===== src/rtl/clk_div_multi.sv =====
// Multi-channel programmable clock divider / tick generator.
// Each channel has a shadowed terminal count and mode applied at period boundaries.
module clk_div_multi #(
  parameter int NUM_CH  = 4,
  parameter int CNT_W   = 16,
  parameter int AW      = 2,
  parameter int DEF_DIV = 9999
) (
  input  logic              clk,
  input  logic              rst_n,
  input  logic [NUM_CH-1:0] en,
  input  logic              cfg_we,
  input  logic [AW-1:0]     cfg_addr,
  input  logic [CNT_W-1:0]  cfg_div,
  input  logic              cfg_mode,
  input  logic              sync_restart,
  output logic [NUM_CH-1:0] clk_out,
  output logic [NUM_CH-1:0] tick,
  output logic [NUM_CH-1:0] pending
);

  for (genvar i = 0; i < NUM_CH; i++) begin : g_ch
    logic [CNT_W-1:0] cnt;
    logic [CNT_W-1:0] act_div;
    logic [CNT_W-1:0] sh_div;
    logic             act_mode;
    logic             sh_mode;
    logic             pend;
    logic             clk_q;
    logic             tick_q;
    logic             wr;
    logic             term;
    logic             apply;
    logic             mode_chg;

    // Addresses at or above NUM_CH never match any channel, so such writes are dropped.
    assign wr       = cfg_we && (cfg_addr == AW'(i));
    assign term     = en[i] && (cnt >= act_div);
    assign apply    = pend && (sync_restart || !en[i] || term);
    assign mode_chg = apply && (sh_mode != act_mode);

    always_ff @(posedge clk or negedge rst_n) begin
      if (!rst_n) begin
        cnt      <= '0;
        act_div  <= CNT_W'(DEF_DIV);
        sh_div   <= CNT_W'(DEF_DIV);
        act_mode <= 1'b0;
        sh_mode  <= 1'b0;
        pend     <= 1'b0;
        clk_q    <= 1'b0;
        tick_q   <= 1'b0;
      end else begin
        if (wr) begin
          sh_div  <= cfg_div;
          sh_mode <= cfg_mode;
        end
        // Apply consumes the shadow as it stood before this edge; a same-edge write re-arms pending.
        pend <= (pend && !apply) || wr;
        if (apply) begin
          act_div  <= sh_div;
          act_mode <= sh_mode;
        end
        if (sync_restart) begin
          cnt    <= '0;
          clk_q  <= 1'b0;
          tick_q <= 1'b0;
        end else if (en[i]) begin
          if (term) begin
            cnt    <= '0;
            tick_q <= 1'b1;
            if (mode_chg)      clk_q <= 1'b0;
            else if (act_mode) clk_q <= 1'b1;
            else               clk_q <= ~clk_q;
          end else begin
            cnt    <= cnt + 1'b1;
            tick_q <= 1'b0;
            if (act_mode) clk_q <= 1'b0;
          end
        end else begin
          tick_q <= 1'b0;
          if (act_mode || mode_chg) clk_q <= 1'b0;
        end
      end
    end

    assign clk_out[i] = clk_q;
    assign tick[i]    = tick_q;
    assign pending[i] = pend;
  end

endmodule


===== config.mk =====
export PLATFORM = sky130hd
export DESIGN_NAME = clk_div_multi
export DESIGN_NICKNAME = d
export VERILOG_FILES = /design/src/rtl/clk_div_multi.sv
export SDC_FILE = /design/constraint.sdc
export NUM_CORES = 1
export LEC_CHECK = 0
export ABC_AREA = 1
export ABC_CLOCK_PERIOD_IN_PS = 2400
export BUFFER_PORTS_ARGS = -buffer_cell sky130_fd_sc_hd__buf_2
export CAP_MARGIN = 20
export CORE_UTILIZATION = 53
export CTS_BUF_LIST = sky130_fd_sc_hd__clkbuf_2
export CTS_CLUSTER_DIAMETER = 60
export DETAILED_ROUTE_END_ITERATION = 10
export PLACE_DENSITY = 0.77
export SLEW_MARGIN = 20
export SYNTH_ARGS = -nofsm -noshare
export SYNTH_HDL_FRONTEND = slang
export SYNTH_SLANG_ARGS = --single-unit
export TNS_END_PERCENT = 1

===== constraint.sdc =====
create_clock -name clk -period 2.4 [get_ports clk]
set_input_delay 0.24 -clock clk [delete_from_list [all_inputs] [get_ports clk]]
set_output_delay 0.24 -clock clk [all_outputs]
set_load 0.03 [all_outputs]

Word level (Yosys, flattened, before mapping)
Index checks and enable logic that the tools add are counted.
- output and inout bits: 12
- register bits: 212
- input port bits: 27
- word-level logic and storage cells: 164
- bitwise gates (word level): 4
- add/subtract/negate cells: 4
- equality and inequality tests: 11
- $lt $le $gt $ge: 4
- muxes and demuxes: 52
- reductions and logical operators: 57
- operators by type and width (operator ; number):
    2-to-1 mux 16 bit ; 12
    adder 16 x 1 -> 16 bit (second input constant) ; 4
    greater-or-equal comparator 16 bit ; 4
    2-to-1 mux 1 bit ; 40
    logical AND 1 bit ; 20
    logical OR 1 bit ; 16
    inequality test 4 x 1 -> 1 bit (second input constant) ; 4
    nonzero test 3 bit ; 4
    zero test 1 bit ; 8
    AND reduction 2 bit ; 4
    nonzero test 2 bit ; 4
    == test 2 bit (second input constant) ; 2
    inequality test 1 bit ; 4
    NOT 1 bit ; 4
    == test 2 x 1 -> 1 bit (second input constant) ; 1
    zero test 2 bit ; 1

Logic depth before layout (Yosys ltp)
- depth in word-level cells: 9
- gate-level depth with buffers: 16

Worst setup path after synthesis
OpenSTA, ideal clock, no wires.
- kind: reg2reg
- from: register g_ch[3].act_div[3]
- to: register g_ch[3].act_div[12]
- stages on the path, launching flop included: 15
- data arrival time: 1733 ps
- data required time: 2279 ps
- setup slack: 546 ps
- cell sequence: dfstp_2 inv_1 ha_1 nand2_1 nor2_1 and2_1 nor2_1 nand2_1 nand2_2 nand3_2 nand2_2 inv_4 buf_6 nand2_1 o21ai_1
- cells in the longest elaborated chain, start to end: 4
- ends and longest elaborated chain (item ; RTL line ; source):
    from (decl) ; 24 ; logic [CNT_W-1:0] act_div;
    from (signal assigned) ; 45 ; act_div <= CNT_W'(DEF_DIV);
    from (signal assigned) ; 60 ; act_div <= sh_div;
    greater-or-equal comparator 16 bit ; 38 ; assign term = en[i] && (cnt >= act_div);
    logical AND 1 bit ; 38 ;
    logical OR 1 bit ; 39 ; assign apply = pend && (sync_restart || !en[i] || term);
    logical AND 1 bit ; 39 ;
Every way passes these cells.
A chain may end at the register's enable or synchronous reset.

Final worst setup path
- from: register g_ch[1].act_div[3]
- to: register g_ch[1].tick_q
- cells in the longest elaborated chain, start to end: 5
- ends and longest elaborated chain (item ; RTL line ; source):
    from (decl) ; 24 ;
    from (signal assigned) ; 45 ;
    from (signal assigned) ; 60 ;
    greater-or-equal comparator 16 bit ; 38 ;
    logical AND 1 bit ; 38 ;
    2-to-1 mux 1 bit ; 68 ; if (term) begin
    2-to-1 mux 1 bit ; 67 ; end else if (en[i]) begin
    2-to-1 mux 1 bit ; 63 ; if (sync_restart) begin
    to (signal assigned) ; 66 ; tick_q <= 1'b0;
    to (signal assigned) ; 70 ; tick_q <= 1'b1;
    to (signal assigned) ; 76 ; tick_q <= 1'b0;
    to (decl) ; 30 ; logic tick_q;
Every way passes these cells.

==> key figures <==
Run status
  • Status: completed

Floorplanning
  • Core ar.: 20200 sq um
  • Die X: between 100 and 150 um
  • Placement row count: 52
  • IO Pins: 39
  • Die ar.: roughly 21000 sq um
  • Initial core utilization: 54.2%
  • Die Y: 146 um

Route
  • Initial drt markers: 422
  • Final antenna-violating net count: 0
  • Met1 wire length: 10.7 mm
  • DRC violations left: 0
  • Via density: a little over 5
  • Via count: between 8000 and 9000
  • Met2 Wirelength: around 12 mm
  • Top layer in use: met4
  • WL per Instance: about 15 um
  • WL final: about 24 mm
  • Wire length on met3: 983 um
  • DRT Pass-1 Iters: 5

Placement
  • Area of placed instances: roughly 11000 sq um
  • # port buffers: 38
  • Placed cell count: approximately 1500
  • Place WS: between 0.15 and 0.2 ns
  • Gp weighted congestion: between 0.8 and 0.9
  • Dpl hpwl: 16.2 mm

Yosys
  • Syn Nets: 1332
  • Post-synthesis cell area: 11000 sq um
  • Synth area leader: dfrtp_1
  • Avg Cell Area, Syn: between 8 and 9 sq um
  • Synth Warn #: 0
  • #FFs+latches synth: 212
  • Post-synth EDFFs: 0
  • Synth top area share: approximately 34%
  • Ranking of synthesized cells by area: dfrtp_1 (34%), dfstp_2 (15%), nand2_1 (9.6%)
  • Synthesized instance count: 1237
  • Async SR Flop Fraction: 100%
  • Synth unique cells: roughly 40
  • Top-count cell post-synth: nand2_1
  • Register area share after synthesis: 49.1%
  • Commonest cells post-synth: nand2_1 (281), inv_1 (160), dfrtp_1 (148)
  • Top FF cell, synth: dfrtp_1

Timing
  • Max Clk Rate: 0.435 GHz
  • Final Cycle Share: ~96%
  • Final Hold Fails: 0
  • Hold_ws: roughly 0.34 ns
  • Final min period: 2.30 ns
  • Setup violators final: 0
  • Slew Viols, Final: 0
  • Worst-Margin Slew: 0.389 ns
  • Skew final: 0.0395 ns
  • Relative slew margins: 74.1%
  • Setup WS post-layout: 0.100 ns

GRT
  • Initial antenna violation count: 1
  • Global-route usage over all layers: roughly a quarter
  • Largest net degree at the start of global routing: 55
  • Grt total ovfl: 0
  • Number of global-route vias before repair: 8597
  • Global-route wire length before repair: a little over 40 mm

Worst setup path
  • Setup CP Type: flop to flop
  • CP delay by family, top: simple AND/OR/NAND/NOR gates
  • Worst Path Buf+Inv: 2
  • Worst Setup End Kind: flop
  • Critical Path, Cell by Cell: inv_1 -> ha_1 -> nand2_1 -> nor2_1 -> and2_1 -> nor2_1 -> nand2_1 -> nand2_2 -> nand2_2 -> nand2_2 -> nor2_1 -> dlygate4sd3_1
  • CP Launch Type: flop
  • Crit-path max cell delay: 0.56 ns
  • Worst EP arrival: 3.00 ns
  • Worst Path Max Fanout: 2
  • Slowest CP cell: dlygate4sd3_1
  • Critical path required time: ~3.1 ns

Power
  • Static leakage: 6.00 nW
  • Maximum VDD drop: 389 uV
  • Cell area power density: a little over 700 nW/um^2

Cells and area
  • Final Core Density: 60.4%
  • Share of layout cells above drive strength 1: 20.3%
  • Non-filler cells, final: 1653
  • Synth-to-Final Area Change: 11.5%
  • Design Area, Final: 12200 sq um
  • Fillers: 1731
  • Nets@finish: 1435

Clock network
  • H-tree depth: 2
  • TritonCTS clock tree: yes
  • Clock Path Buffers: 3
  • Root buf cell: clkbuf_2
  • Total CTS buffers: 51
  • Worst-skew pair later-pin latency: roughly 0.81 ns
  • Worst-path clk slew: 0.11 ns
  • Clk sinks: between 200 and 250
  • Post-CTS Setup Bufs: 0

Hold path
  • Worst hold path type: input port to flop

Run
  • Max-Cap Viols: 0
-- area by class of cell --
type                       count  area (sq um)  area share [%]
sequential                   212          5390            44.0
antenna                        2          5.00          0.0409
tap                          270           338            2.76
clock inverter                 5          20.0           0.164
timing repair buffer          90           722            5.90
multi-input combinational    816          4670            38.2
inverter                     169           639            5.23
clock buffer                  89           445            3.64
-- state kept, by name, indices dropped and copies added, names as in the netlist --
signal,flops
g_ch.act_div,64
g_ch.act_mode,4
g_ch.clk_q,4
g_ch.cnt,64
g_ch.pend,4
g_ch.sh_div,64
g_ch.sh_mode,4
g_ch.tick_q,4
-- path summary, 6_finish.rpt --
kind / from / endpoint / slack [ns] / cells past startpoint
worst min register to register: g_ch[0].sh_div[13] / g_ch[0].act_div[13] / 0.46 / 2
worst max-delay path: g_ch[1].act_div[3] / g_ch[1].tick_q / 0.1 / 12
max in group asynchronous: rst_n / g_ch[2].sh_div[2] / 1.24 / 4
worst max register to register: g_ch[1].act_div[3] / g_ch[1].tick_q / 0.1 / 12
min in group asynchronous: rst_n / g_ch[2].act_div[7] / 0.46 / 3
worst min-delay path: en[0] / g_ch[0].cnt[5] / 0.34 / 5
-- power by group --
part	internal [mW]	leakage [nW]	switching (mW)	total, mW
combinational	0.653	3.02	1.06	1.71
sequential	4.26	2.60	0.264	4.52
clock	0.949	0.380	1.43	2.38
total	5.86	6.00	2.76	8.62
-- worst register-to-register path: stages, from the launching register on --
cell and delay (ns):
dfstp_2 0.54, inv_1 0.05, ha_1 0.29, nand2_1 0.09
nor2_1 0.05, and2_1 0.14, nor2_1 0.08, nand2_1 0.07
nand2_2 0.09, nand2_2 0.08, nand2_2 0.10, nor2_1 0.05
dlygate4sd3_1 0.56
-- placed cells by master, fill, tap and decap left out, drive strengths merged --
cell,synthesis,layout
dfrtp,148,148
clkinv,2,7
and2,3,3
a21oi,65,65
nor3,20,20
a22o,1,1
buf,29,54
dfstp,64,64
nand4,15,15
o21a,2,2
or2,1,1
nor4,3,3
nand2,289,290
diode,0,2
a21boi,3,3
dlygate4sd3,0,35
nand3,44,44
clkbuf,12,90
o21ai,141,141
o22ai,26,26
xnor2,14,14
xor2,34,34
nor2,86,86
inv,167,167
ha,68,68
-- cells by family (layout without fill, tap and decap cells) --
kind of cell | count (synthesis) | count (layout) | synth area share [%]
compound gates | 238 | 238 | 11.9
xor+xnor | 48 | 48 | 3.83
fa+ha+maj | 68 | 68 | 7.76
buf+inv | 210 | 353 | 8.61
flops | 212 | 212 | 49.1
other cells | 0 | 2 | 0
simple gates | 461 | 462 | 18.8
-- metrics by stage --
stage / power [mW] / TNS, ns
after floorplan: 5.75 / 0
after global placement: 6.11 / 0
after detailed placement: 6.22 / 0
after CTS: 8.69 / 0
after global routing: 9.21 / -0.00846
final: 8.62 / 0
-- metal layers --
metal,up-vias,track usage (%)
met5,-,0
met4,0,10.8
met3,58,4.23
met2,171,39.1
met1,4124,31.0
li1,4229,-
-- timing repair --
item / CTS / global route
endpoints found under the hold margin: 308 / 0
resized for setup: 0 / 4
hold buffers: 36 / 0
endpoints found under the setup margin: 0 / 2
(Power assumes the default switching activity.)
